==> src/rtl/encoder_pkg.sv <==
// Shared constants and checks for encoder_m_to_n.
// Round-robin selection is enabled by defining ENCODER_ROUND_ROBIN_EN.
package encoder_pkg;

  localparam int CODE_RST = 0;
  localparam int PTR_RST  = 0;

  function automatic bit width_ok(input int n_in, input int n_out);
    return n_in == (1 << n_out);
  endfunction

endpackage

==> src/rtl/lowest_set_finder.sv <==
// Combinational lowest-set-bit locator.
// Reports the binary index of the lowest set bit and whether any bit is set.
module lowest_set_finder #(
  parameter int N = 8,
  parameter int W = 3
) (
  input  logic [N-1:0] vec,
  output logic [W-1:0] idx,
  output logic         found
);

  // Descending scan so the lowest set bit is written last.
  always_comb begin
    idx   = '0;
    found = 1'b0;
    for (int i = N - 1; i >= 0; i--) begin
      if (vec[i]) begin
        idx   = W'(i);
        found = 1'b1;
      end
    end
  end

endmodule

==> src/rtl/encoder_m_to_n.sv <==
// Registered request encoder: sticky pending set drained as binary codes.
// Define ENCODER_ROUND_ROBIN_EN for round-robin instead of fixed priority.
module encoder_m_to_n
  import encoder_pkg::*;
#(
  parameter int NUMBER_OF_INPUT  = 8,
  parameter int NUMBER_OF_OUTPUT = 3
) (
  input  logic                        clk,
  input  logic                        reset,
  input  logic [NUMBER_OF_INPUT-1:0]  req,
  input  logic                        enable,
  output logic [NUMBER_OF_OUTPUT-1:0] code,
  output logic                        code_valid,
  input  logic                        code_ready,
  output logic [NUMBER_OF_INPUT-1:0]  pending,
  output logic                        busy
);

  localparam int N = NUMBER_OF_INPUT;
  localparam int W = NUMBER_OF_OUTPUT;

  if (!width_ok(N, W)) begin : g_bad_width
    $error("NUMBER_OF_INPUT must equal 2**NUMBER_OF_OUTPUT");
  end

  logic [N-1:0] pend_q;
  logic [N-1:0] pend_d;
  logic [N-1:0] load_mask;
  logic [W-1:0] code_q;
  logic         valid_q;
  logic         stage_free;
  logic         load;
  logic [W-1:0] sel;
  logic         found;

`ifdef ENCODER_ROUND_ROBIN_EN
  logic [W-1:0] ptr_q;
  logic [N-1:0] gt_mask;
  logic [W-1:0] idx_m;
  logic [W-1:0] idx_a;
  logic         found_m;

  always_comb begin
    gt_mask = '0;
    for (int i = 0; i < N; i++) begin
      gt_mask[i] = (i > int'(ptr_q));
    end
  end

  lowest_set_finder #(.N(N), .W(W)) u_find_m (
    .vec   (pend_q & gt_mask),
    .idx   (idx_m),
    .found (found_m)
  );

  lowest_set_finder #(.N(N), .W(W)) u_find_a (
    .vec   (pend_q),
    .idx   (idx_a),
    .found (found)
  );

  // Prefer indices above the last grant, else wrap to the lowest.
  assign sel = found_m ? idx_m : idx_a;

  always_ff @(posedge clk) begin
    if (reset) begin
      ptr_q <= W'(PTR_RST);
    end else if (load) begin
      ptr_q <= sel;
    end
  end
`else
  lowest_set_finder #(.N(N), .W(W)) u_find (
    .vec   (pend_q),
    .idx   (sel),
    .found (found)
  );
`endif

  assign stage_free = !valid_q || code_ready;
  assign load       = stage_free && found;

  // Set dominates clear so a same-edge re-request stays pending.
  always_comb begin
    load_mask = '0;
    if (load) begin
      load_mask[sel] = 1'b1;
    end
    pend_d = (pend_q & ~load_mask) | (enable ? req : '0);
  end

  always_ff @(posedge clk) begin
    if (reset) begin
      pend_q  <= '0;
      code_q  <= W'(CODE_RST);
      valid_q <= 1'b0;
    end else begin
      pend_q <= pend_d;
      if (stage_free) begin
        valid_q <= load;
        if (load) begin
          code_q <= sel;
        end
      end
    end
  end

  assign code       = code_q;
  assign code_valid = valid_q;
  assign pending    = pend_q;
  assign busy       = (|pend_q) || valid_q;

endmodule

==> config.mk <==
export PLATFORM = sky130hd
export DESIGN_NAME = encoder_m_to_n
export DESIGN_NICKNAME = d
export VERILOG_FILES = /design/src/rtl/encoder_pkg.sv /design/src/rtl/lowest_set_finder.sv /design/src/rtl/encoder_m_to_n.sv
export SDC_FILE = /design/constraint.sdc
export NUM_CORES = 1
export LEC_CHECK = 0
export ABC_AREA = 1
export BUFFER_PORTS_ARGS = -buffer_cell sky130_fd_sc_hd__buf_2
export CORE_MARGIN = 3
export CORE_UTILIZATION = 45
export DETAILED_ROUTE_END_ITERATION = 8
export GPL_TIMING_DRIVEN = 1
export PLACE_DENSITY = 0.8
export SYNTH_ARGS = -nofsm -noshare
export SYNTH_HDL_FRONTEND = slang
export SYNTH_SLANG_ARGS = --single-unit
export TNS_END_PERCENT = 10
==> constraint.sdc <==
create_clock -name clk -period 1.7 [get_ports clk]
set_clock_uncertainty 0.15 [all_clocks]
set_input_delay 0 -clock clk [delete_from_list [all_inputs] [get_ports clk]]
set_output_delay 0 -clock clk [all_outputs]
set_load 0.05 [all_outputs]
==> out/qor.yml <==
drv_cap: 0
fmax_mhz: 703
syn_to_final_growth_pct: 55.4
overflow: 0
routed_wl_um: 1790
synth_ff_type: "dfxtp_1"
tns_ps: 0
finalCritPeriodShare_pct: 83.7
n_fill_cell: 87
final_core_utilization_pct: 79.7
cpPeakStageDelay_ps: 350
post_cts_buffers: 0
post-dp-hpwl_um: 1090
leakagePower_nw: 0.471
status: "completed"
num_rows: 12
fp.dieArea_um2: 1810
cts_inserted_buffers: 3
clock_latency_ps: 270
die_h_um: 42.5
synth_cells: 90
rsz0062_at_grt: "no"
power_frac_comb_pct: 38.9
dpl_worst_slack_ps: 353
syn-num-nets: 102
crit-reg2reg-launch: "pending[5]$_SDFF_PP0_"
post_dp_cell_area_um2: 731
critPathTopFamily: "flip-flops"
dr.first_iter.drc_count: 24
path_class: "reg2reg"
synth_top_area_share_pct: 40.0
start_util_pct: 51.3
io_pins: 25
finalSetupViolCount: 0
start_kind: "flop"
drcViolationCount: 0
synthTopCellsByCount: "nand2_1 (31), dfxtp_1 (12), inv_1 (12)"
h-tree-depth: 1
fin_nets: 147
synthTopCellsByArea: "dfxtp_1 (40%), nand2_1 (19%), a21oi_1 (7.5%)"
wl_per_cell_um: 12.2
stdcell_area_um2: 933
routabilityCongestion: 0.823
p_sw_mw: 0.332
crit_buf_inv: 2
vdd_ir_drop_max_v: 0.000722
coreArea_um2: 1170
crit_path_top_delay_cell: "dfxtp_1"
grt_max_degree: 13
synth_seq_cells: 12
clk_pin_slew_ps: 80
hold_viol: 0
yosysSeqAreaShare_pct: 40.0
intPower_mw: 0.491
cts_resized: 0
path_max_fanout: 3
p_per_area_nw_per_um2: 882
p_clk_share_pct: 21.9
dr_total_vias: 721
final_max_slew_viol_count: 0
viasPerCell: 4.90
port_buffers: 24
worst_slack_ps: 277
grt_pass1_vias: 683
min_from: "code[0]$_SDFFE_PP0P_"
synthArstFlopShare_pct: 0
grt_first_pass_wirelength_um: 2990
antenna_found_initial: 0
track_usage_pct: 21.4
postRouteAntennaNets: 0
first_pass_iters: 4
relSlewSlack_pct: 83.2
n_antenna_cell: 0
holdBufCountCts: 18
synth_area_leader_cell: "dfxtp_1"
yosysMostFrequentCell: "nand2_1"
tritoncts: "done"
seqPwrFrac_pct: 39.3
cts_sinks: 12
syn_area_um2: 601
fin_crit_ps: 1420
synth_warnings: 0
clockBufferDepth: 2
cts_root_buffer: "clkbuf_4"
worstSetupEndpointType: "flop"
tightest_slew_ps: 253
final_layout_size_suffix_gt1_share_pct: 27.1
cp.required_ps: 1700
dieWidth_um: 42.5
arrival_ps: 1430
hold_class: "reg2reg"
cp-startpoint: "pending[5]$_SDFF_PP0_"
swShare_pct: 40.3
synth_cell_types: 18
path_cells: "inv_1 > nand2_1 > o21ai_4 > nor2_1 > inv_2 > o21ai_1 > a21oi_1"
postSynthAreaPerCell_um2: 6.67
synth_edf_count: 0
-- layer usage --
| metal | share of wire (%) | vias up | global-route usage (%) |
|---|---|---|---|
| met4 | 1.3 | 0 | 6.83 |
| met3 | 5.9 | 6 | 3.00 |
| met5 | 0 | - | 0 |
| met1 | 44 | 318 | 26.0 |
| met2 | 49 | 29 | 38.0 |
| li1 | - | 368 | - |
-- registers in the layout (all words and copies together) (netlist names) --
signal      count
pending         8
code_valid      1
code            3
-- area by class of cell --
type	instances	area (µm²)	area share [%]
Inverter	14	52.6	5.63
Clock buffer	3	22.5	2.41
Tap cell	14	17.5	1.88
Sequential cell	12	240	25.7
Multi-Input combinational cell	62	300	32.2
Timing Repair Buffer	42	300	32.2
-- path summary, 6_finish.rpt --
path,to,slack [ps],cells past startpoint
worst max-delay path,pending[5]$_SDFF_PP0_,280,7
worst min-delay path,code[0]$_SDFFE_PP0P_,320,2
worst max register to register,pending[5]$_SDFF_PP0_,280,7
worst min register to register,code[0]$_SDFFE_PP0P_,320,2
-- logic make-up (layout without fill, tap and decap cells) --
| group | Yosys count | in the layout | synth area share [%] |
|---|---|---|---|
| simple gates | 47 | 47 | 34.0 |
| buf+inv | 16 | 59 | 10.0 |
| compound gates | 15 | 15 | 16.0 |
| flops | 12 | 12 | 40.0 |
-- through the flow --
stage / hold slack, ps / std cells / total power [mW]
global route: 335 / 147 / 0.861
detailed placement: 108 / 126 / 0.608
floorplan: -87.6 / 90 / 0.547
global placement: 106 / 126 / 0.604
finish: 321 / 147 / 0.824
CTS: 322 / 147 / 0.814
-- worst min-delay path: stages (launching register included) --
cell and delay, ps:
dfxtp_1 310, nand2_1 60, a21oi_1 60
-- power by group through the flow --
| stage | registers [mW] | clock network, mW | logic, mW |
|---|---|---|---|
| after floorplan | 0.417 | 0 | 0.130 |
| after global placement | 0.328 | 0 | 0.276 |
| after detailed placement | 0.329 | 0 | 0.279 |
| after CTS | 0.323 | 0.179 | 0.313 |
| after global routing | 0.327 | 0.192 | 0.342 |
| final | 0.323 | 0.180 | 0.320 |
-- layout by cell type, fill, tap and decap left out, drive strengths merged --
cell         count
a211oi           1
a21oi           11
o21ai            3
buf             24
nand2           32
nor2             7
dfxtp           12
nand4            2
or2              2
dlygate4sd3     18
clkbuf           3
nand3            4
inv             14
No activity file was read; power rests on OpenSTA's default activity.
